===== src/rtl/serie_paralelo_pkg.sv =====
// Shared definitions for the paraleloSerial link.
//   COMMA_CHAR : idle/alignment symbol, also emitted by the transmitter when idle.
//   state_e    : receiver alignment state encoding.
package serie_paralelo_pkg;

    localparam logic [7:0] COMMA_CHAR = 8'hBC;

    typedef enum logic [1:0] {
        StHunt   = 2'd0,
        StAlign  = 2'd1,
        StActive = 2'd2
    } state_e;

endpackage


===== src/rtl/serie_shift_counter.sv =====
// Serial-to-parallel front end: bit history plus 3-bit bit counter.
//   clk_32f  : bit-rate clock
//   reset    : asynchronous active-low reset
//   data_in  : serial bit, MSB first
//   realign  : force bit_cnt to 0 on this edge (alignment found)
//   w        : byte completed by the bit sampled this edge
//   boundary : this edge samples the LSB of an aligned byte
module serie_shift_counter (
    input  logic       clk_32f,
    input  logic       reset,
    input  logic       data_in,
    input  logic       realign,
    output logic [7:0] w,
    output logic       boundary
);

    // Only the seven most recent bits are ever read; the eighth is
    // always shifted out before it could contribute to w.
    logic [6:0] sr_q;
    logic [2:0] bit_cnt_q;

    assign w        = {sr_q, data_in};
    assign boundary = (bit_cnt_q == 3'd7);

    always_ff @(posedge clk_32f or negedge reset) begin
        if (!reset) begin
            sr_q      <= 7'd0;
            bit_cnt_q <= 3'd0;
        end else begin
            sr_q      <= w[6:0];
            bit_cnt_q <= realign ? 3'd0 : bit_cnt_q + 3'd1;
        end
    end

endmodule


===== src/rtl/serie_paralelo.sv =====
// Receive side of the paraleloSerial link: finds byte alignment on the comma,
// declares the link active after COMMA_COUNT aligned commas, then delivers
// non-comma bytes.
//   clk_32f   : bit-rate clock (only clock)
//   reset     : asynchronous active-low reset
//   data_in   : serial bit, MSB first
//   data_out  : last received non-comma byte
//   valid_out : data_out holds a data byte for the current byte period
//   active    : link aligned and synchronised
module serie_paralelo
    import serie_paralelo_pkg::*;
#(
    parameter logic [7:0]  COMMA       = COMMA_CHAR,
    parameter int unsigned COMMA_COUNT = 4
) (
    input  logic       clk_32f,
    input  logic       reset,
    input  logic       data_in,
    output logic [7:0] data_out,
    output logic       valid_out,
    output logic       active
);

    localparam logic [3:0] CNT_LAST = 4'(COMMA_COUNT - 1);

    state_e     state_q, state_d;
    logic [3:0] comma_cnt_q, comma_cnt_d;
    logic [7:0] data_q, data_d;
    logic       valid_q, valid_d;
    logic       active_q, active_d;
    logic       realign;
    logic [7:0] w;
    logic       boundary;
    logic       is_comma;

    serie_shift_counter u_shift (
        .clk_32f  (clk_32f),
        .reset    (reset),
        .data_in  (data_in),
        .realign  (realign),
        .w        (w),
        .boundary (boundary)
    );

    assign is_comma = (w == COMMA);

    always_comb begin
        state_d     = state_q;
        comma_cnt_d = comma_cnt_q;
        data_d      = data_q;
        valid_d     = valid_q;
        active_d    = active_q;
        realign     = 1'b0;
        unique case (state_q)
            StHunt: begin
                // Bit-by-bit search; a match defines the byte boundary.
                if (is_comma) begin
                    realign     = 1'b1;
                    comma_cnt_d = 4'd1;
                    if (COMMA_COUNT == 1) begin
                        state_d  = StActive;
                        active_d = 1'b1;
                    end else begin
                        state_d = StAlign;
                    end
                end
            end
            StAlign: begin
                if (boundary) begin
                    if (is_comma) begin
                        if (comma_cnt_q == CNT_LAST) begin
                            state_d  = StActive;
                            active_d = 1'b1;
                        end else begin
                            comma_cnt_d = comma_cnt_q + 4'd1;
                        end
                    end else begin
                        // False lock: drop the byte and search again.
                        state_d     = StHunt;
                        comma_cnt_d = 4'd0;
                    end
                end
            end
            StActive: begin
                if (boundary) begin
                    if (is_comma) begin
                        valid_d = 1'b0;
                    end else begin
                        data_d  = w;
                        valid_d = 1'b1;
                    end
                end
            end
            default: begin
                state_d = StHunt;
            end
        endcase
    end

    always_ff @(posedge clk_32f or negedge reset) begin
        if (!reset) begin
            state_q     <= StHunt;
            comma_cnt_q <= 4'd0;
            data_q      <= 8'd0;
            valid_q     <= 1'b0;
            active_q    <= 1'b0;
        end else begin
            state_q     <= state_d;
            comma_cnt_q <= comma_cnt_d;
            data_q      <= data_d;
            valid_q     <= valid_d;
            active_q    <= active_d;
        end
    end

    assign data_out  = data_q;
    assign valid_out = valid_q;
    assign active    = active_q;

endmodule


===== config.mk =====
export PLATFORM = sky130hd
export DESIGN_NAME = serie_paralelo
export DESIGN_NICKNAME = d
export VERILOG_FILES = /design/src/rtl/serie_paralelo_pkg.sv /design/src/rtl/serie_shift_counter.sv /design/src/rtl/serie_paralelo.sv
export SDC_FILE = /design/constraint.sdc
export NUM_CORES = 1
export LEC_CHECK = 0
export CORE_ASPECT_RATIO = 2
export CORE_MARGIN = 5
export CORE_UTILIZATION = 35
export CTS_CLUSTER_DIAMETER = 80
export DETAILED_ROUTE_END_ITERATION = 10
export GPL_TIMING_DRIVEN = 0
export PLACE_DENSITY = 0.52
export SYNTH_ARGS = -nofsm -noshare
export SYNTH_HDL_FRONTEND = slang
export SYNTH_HIERARCHICAL = 1
export SYNTH_SLANG_ARGS = --single-unit

===== constraint.sdc =====
create_clock -name clk_32f -period 3.5 [get_ports clk_32f]
set_clock_uncertainty 0.15 [all_clocks]
set_input_delay 0.7 -clock clk_32f [delete_from_list [all_inputs] [get_ports clk_32f]]
set_output_delay 0.7 -clock clk_32f [all_outputs]
set_load 0.02 [all_outputs]

== Word level (Yosys, flattened, before mapping) ==
Cells that the tools add are included.

* $add $sub $neg: 2
* Eq/ne operators: 9
* Multiplexer cells: 14
* Bitwise gates (word level): 2
* Reductions and logical operators: 7

{| class="wikitable"
|+ Operators by type and width
! cell !! number
|-
| 4-bit two-way mux || 4
|-
| 4-bit AND reduction || 3
|-
| 8-bit == test, second input constant || 1
|-
| 2-bit two-way mux || 4
|-
| 4-bit one-hot mux with 2 select lines || 1
|-
| 3-bit != test, second input constant || 2
|-
| 2-bit one-hot mux with 3 select lines || 1
|-
| 4-bit by 1-bit adder with 4-bit output, second input constant || 1
|-
| 4-bit by 2-bit == test with 1-bit output, second input constant || 1
|-
| 2-bit != test, second input constant || 2
|-
| 3-bit by 1-bit adder with 3-bit output, second input constant || 1
|-
| 3-bit == test, second input constant || 1
|-
| 1-bit two-way mux || 3
|-
| 3-bit two-way mux || 1
|-
| 3-bit AND reduction || 1
|-
| 2-bit by 1-bit == test with 1-bit output, second input constant || 1
|-
| 2-bit == test, second input constant || 1
|-
| 2-bit logical NOT || 1
|-
| 1-bit inverter || 2
|-
| 2-bit AND reduction || 1
|-
| 2-bit nonzero test || 1
|}

* Flip-flop bits (word level): 26
* Output and inout port bits: 10
* Logic and storage cells: 41

== Longest topological paths before layout ==
* Word-level depth: 5
* Depth in mapped cells: 5

== Cells and area by module ==
Netlist, hierarchy kept.

{| class="wikitable"
|+ By module, submodules not included
! module !! times used !! cells each !! area an instance (µm²) !! sequential area each (µm²)
|-
| serie_paralelo || 1 || 61 || 777.0 || 400.4
|-
| serie_shift_counter || 1 || 16 || 299.0 || 250.2
|}

== Worst setup path before layout ==
No wires, ideal clock.

* Kind: input to register
* Start: input port data_in
* End: register data_q[0], in the netlist data_out[0]
* Setup time: 0.125 ns
* Data arrival time: 1.733 ns
* Required time: 3.225 ns
* Path slack: 1.492 ns
* Stages on the path: 4
* Path buffers: 1
* Path through: buf_4 -> and4bb_1 -> a21oi_2 -> mux2_2

* Longest elaborated chain between the ends: 3

{| class="wikitable"
|+ Ends and longest elaborated chain
! element !! RTL line !! text
|-
| start, declared || serie_paralelo.sv:18 || <nowiki>input logic data_in,</nowiki>
|-
| 8-bit == test || serie_paralelo.sv:45 || <nowiki>assign is_comma = (w == COMMA);</nowiki>
|-
| 1-bit inverter (no line) || n/a ||
|-
| 3-bit AND reduction (no line) || n/a ||
|-
| end signal, assigned || serie_paralelo.sv:110 || <nowiki>data_q <= data_d;</nowiki>
|-
| end, declared || serie_paralelo.sv:28 || <nowiki>logic [7:0] data_q, data_d;</nowiki>
|}

Parallel ways exist; a longest one is shown, timed or not.
A chain may end at the register's enable or synchronous reset.

== Worst setup path in the final report ==
* Start: input port data_in
* End: register data_q[5], in the netlist data_out[5]

* Longest elaborated chain between the ends: 3

{| class="wikitable"
|+ Ends and longest elaborated chain
! element !! RTL line
|-
| 8-bit == test || serie_paralelo.sv:45
|-
| 1-bit inverter (no line) || n/a
|-
| 3-bit AND reduction (no line) || n/a
|}

No other way between the ends.

==> flow_metrics.tcl <==
set metrics [dict create \
    cp_max_fo 9 \
    power_uw 644 \
    synth_area_leaders "dfrtp_1, mux2_2, ha_1, o32ai_1, mux2_4" \
    synth.distinct_cells 33 \
    grt_pass1_wl_um 3520 \
    final-setup-viol-count 0 \
    die_height_um 88.4 \
    clkTransAtPathRegs_ns 0.09 \
    period_share 0.685 \
    core_um2 2980 \
    yosys_warnings 6 \
    power_density_nw_per_um2 499 \
    num_rows 28 \
    drv_cap 0 \
    setup_slack_ns 1.10 \
    viasPerCell 5.42 \
    drt_iter0_drc 7 \
    final_util 0.433 \
    place.gp.congestion 0.753 \
    die_w_um 49.2 \
    crit_arrival_ns 2.41 \
    cts_tree "built" \
    vias 667 \
    leakage_nw 0.572 \
    synth_cells 77 \
    critPathSlowestCell "clkdlybuf4s50_1" \
    fillCellCount 271 \
    grt_pass1_vias 728 \
    postRouteAntennaNets 0 \
    grt_usage 0.102 \
    cts_buffer_depth 2 \
    timing_worst_setup_path_type "in -> reg" \
    multiInputGateArea_um2 402 \
    clock_sinks 26 \
    syn_area_per_cell_um2 14.0 \
    yosysSeqAreaShare 0.605 \
    fmaxAchievable_mhz 417 \
    n_antenna_cell 0 \
    synth_fp_nets 83 \
    dieArea_um2 4350 \
    final-max-slew-violation-count 0 \
    whs_ns 0.259 \
    rsz0062_at_grt "false" \
    critPathMaxStageDelay_ns 0.47 \
    crit_required_ns 3.51 \
    hold_viol 0 \
    synth_top_area_cell "dfrtp_1" \
    tns_ns 0 \
    seq_area_um2 651 \
    postCtsSetupRepairBufs 0 \
    antenna_found_initial 0 \
    cts.htree.levels 1 \
    tightest_slew_ns 1.11 \
    wl_um 1900 \
    wire_per_inst_um 15.4 \
    drive_above_1_share 0.204 \
    finalCriticalPeriod_ns 2.40 \
    crit_chain "clkdlybuf4s50_1 > buf_4 > and4bb_1 > a21oi_2 > mux2_2" \
    clock_latency_ns 0.27 \
    nNetsFinal 100 \
    start_util 0.361 \
    layout_common_cells "dfrtp_1, clkdlybuf4s50_1, mux2_2, nand2_1, clkbuf_8" \
    dp_hpwl_um 1410 \
    root_buffer "clkbuf_8" \
    dr.pass1.iters 3 \
    cts_resized 0 \
    ir_drop_uv 347 \
    cp-start-kind "input port" \
    area_growth_pct 19.8 \
    ys_ff_latch 26 \
    io_buffer_count 12 \
    crit_path_end_kind "flop" \
    synth_top_cell_area_share 0.605 \
    maxSlewHeadroom 0.257 \
    holdCritPathClass "reg -> reg" \
    hold_buffers 0 \
    grt.overflow.total 0 \
    pin_count 13 \
    layout_commonest_cell "dfrtp_1" \
    cts-buffers-inserted 3 \
    dp_worst_setup_slack_ns 0.783 \
    synth_area_um2 1080 \
    status "complete, no violations" \
    route.detailed.drc 0 \
    grt_max_degree 27 \
]
==> final cells by class <==
class | count | share of cell area
well taps | 30 | 0.0291
clock buffers | 4 | 0.0427
repair buffers | 12 | 0.0932
plain buffers | 2 | 0.00971
inverters | 3 | 0.00874
flip-flops and latches | 26 | 0.505
multi-input cells | 46 | 0.312
==> per-stage QoR <==
step	cells	area [um2]
after floorplan	77	1080
after global placement	119	1230
after detailed placement	119	1230
after CTS	123	1290
after global routing	123	1290
final	123	1290
==> synthesized netlist by cell type <==
master / count
a21o_1: 1
a21oi_1: 1
a21oi_2: 1
a22oi_1: 1
a32oi_1: 1
and2b_2: 1
and3b_1: 1
and4_1: 1
and4b_1: 1
and4bb_1: 1
and4bb_2: 1
buf_2: 1
buf_4: 1
dfrtp_1: 26
ha_1: 3
inv_1: 3
mux2_2: 8
mux2_4: 1
mux2i_1: 1
nand2_1: 4
nand2b_1: 1
nand3_1: 1
nand3b_1: 2
nand4b_1: 1
nor2_1: 1
nor2b_1: 2
o211ai_1: 1
o21ai_0: 1
o22ai_2: 1
o31ai_1: 2
o32ai_1: 3
or3b_1: 1
xor2_1: 1
==> cell families (layout without fill, tap and decap cells) <==
logic type | count (synthesis) | count (layout) | share of synthesized area
AND/OR/NAND/NOR | 19 | 19 | 0.127
XOR/XNOR | 1 | 1 | 0.00814
flip-flops | 26 | 26 | 0.605
AO/OA/AOI/OAI | 13 | 13 | 0.0965
adder cells (fa/ha/maj) | 3 | 3 | 0.0349
multiplexers | 10 | 10 | 0.107
buffers and inverters | 5 | 21 | 0.0221
==> state kept, by name, indices dropped and copies added, names as in the netlist <==
name / flops
data_out: 8
u_shift/bit_cnt_q: 3
comma_cnt_q: 4
state_q: 2
u_shift/sr_q: 7
active: 1
valid_out: 1
==> worst max-delay path: cells and delay by family <==
kind / cells / cell delay (ns)
compound gates: 1 / 0.47
buf+inv: 2 / 0.58
mux: 1 / 0.40
simple gates: 1 / 0.27
==> path summary, 6_finish.rpt <==
kind                                 startpoint               to  slack, ns  cells past startpoint
max                                     data_in      data_out[5]       1.10                      5
min                             u_shift/sr_q[4]  u_shift/sr_q[5]       0.26                      0
max reg2reg                u_shift/bit_cnt_q[0]      data_out[5]       1.51                      5
min reg2reg                     u_shift/sr_q[4]  u_shift/sr_q[5]       0.26                      0
max in group asynchronous                 reset       state_q[1]       1.66                      1
min in group asynchronous                 reset           active       0.87                      1
==> layer usage <==
layer / up-vias / wire (um) / share of wire / GRT usage
met5: - / 0 / 0 / 0
met4: 0 / 9 / 0.0047 / 0.0368
met3: 2 / 51 / 0.027 / 0.0185
met2: 8 / 1040 / 0.55 / 0.179
met1: 341 / 797 / 0.42 / 0.123
li1: 316 / - / - / -
==> power by group <==
| group | internal [mW] | switching [mW] |
|---|---|---|
| Sequential | 0.336 | 0.0315 |
| Clock | 0.100 | 0.0931 |
| Combinational | 0.0467 | 0.0354 |
(Power assumes the default switching activity.)
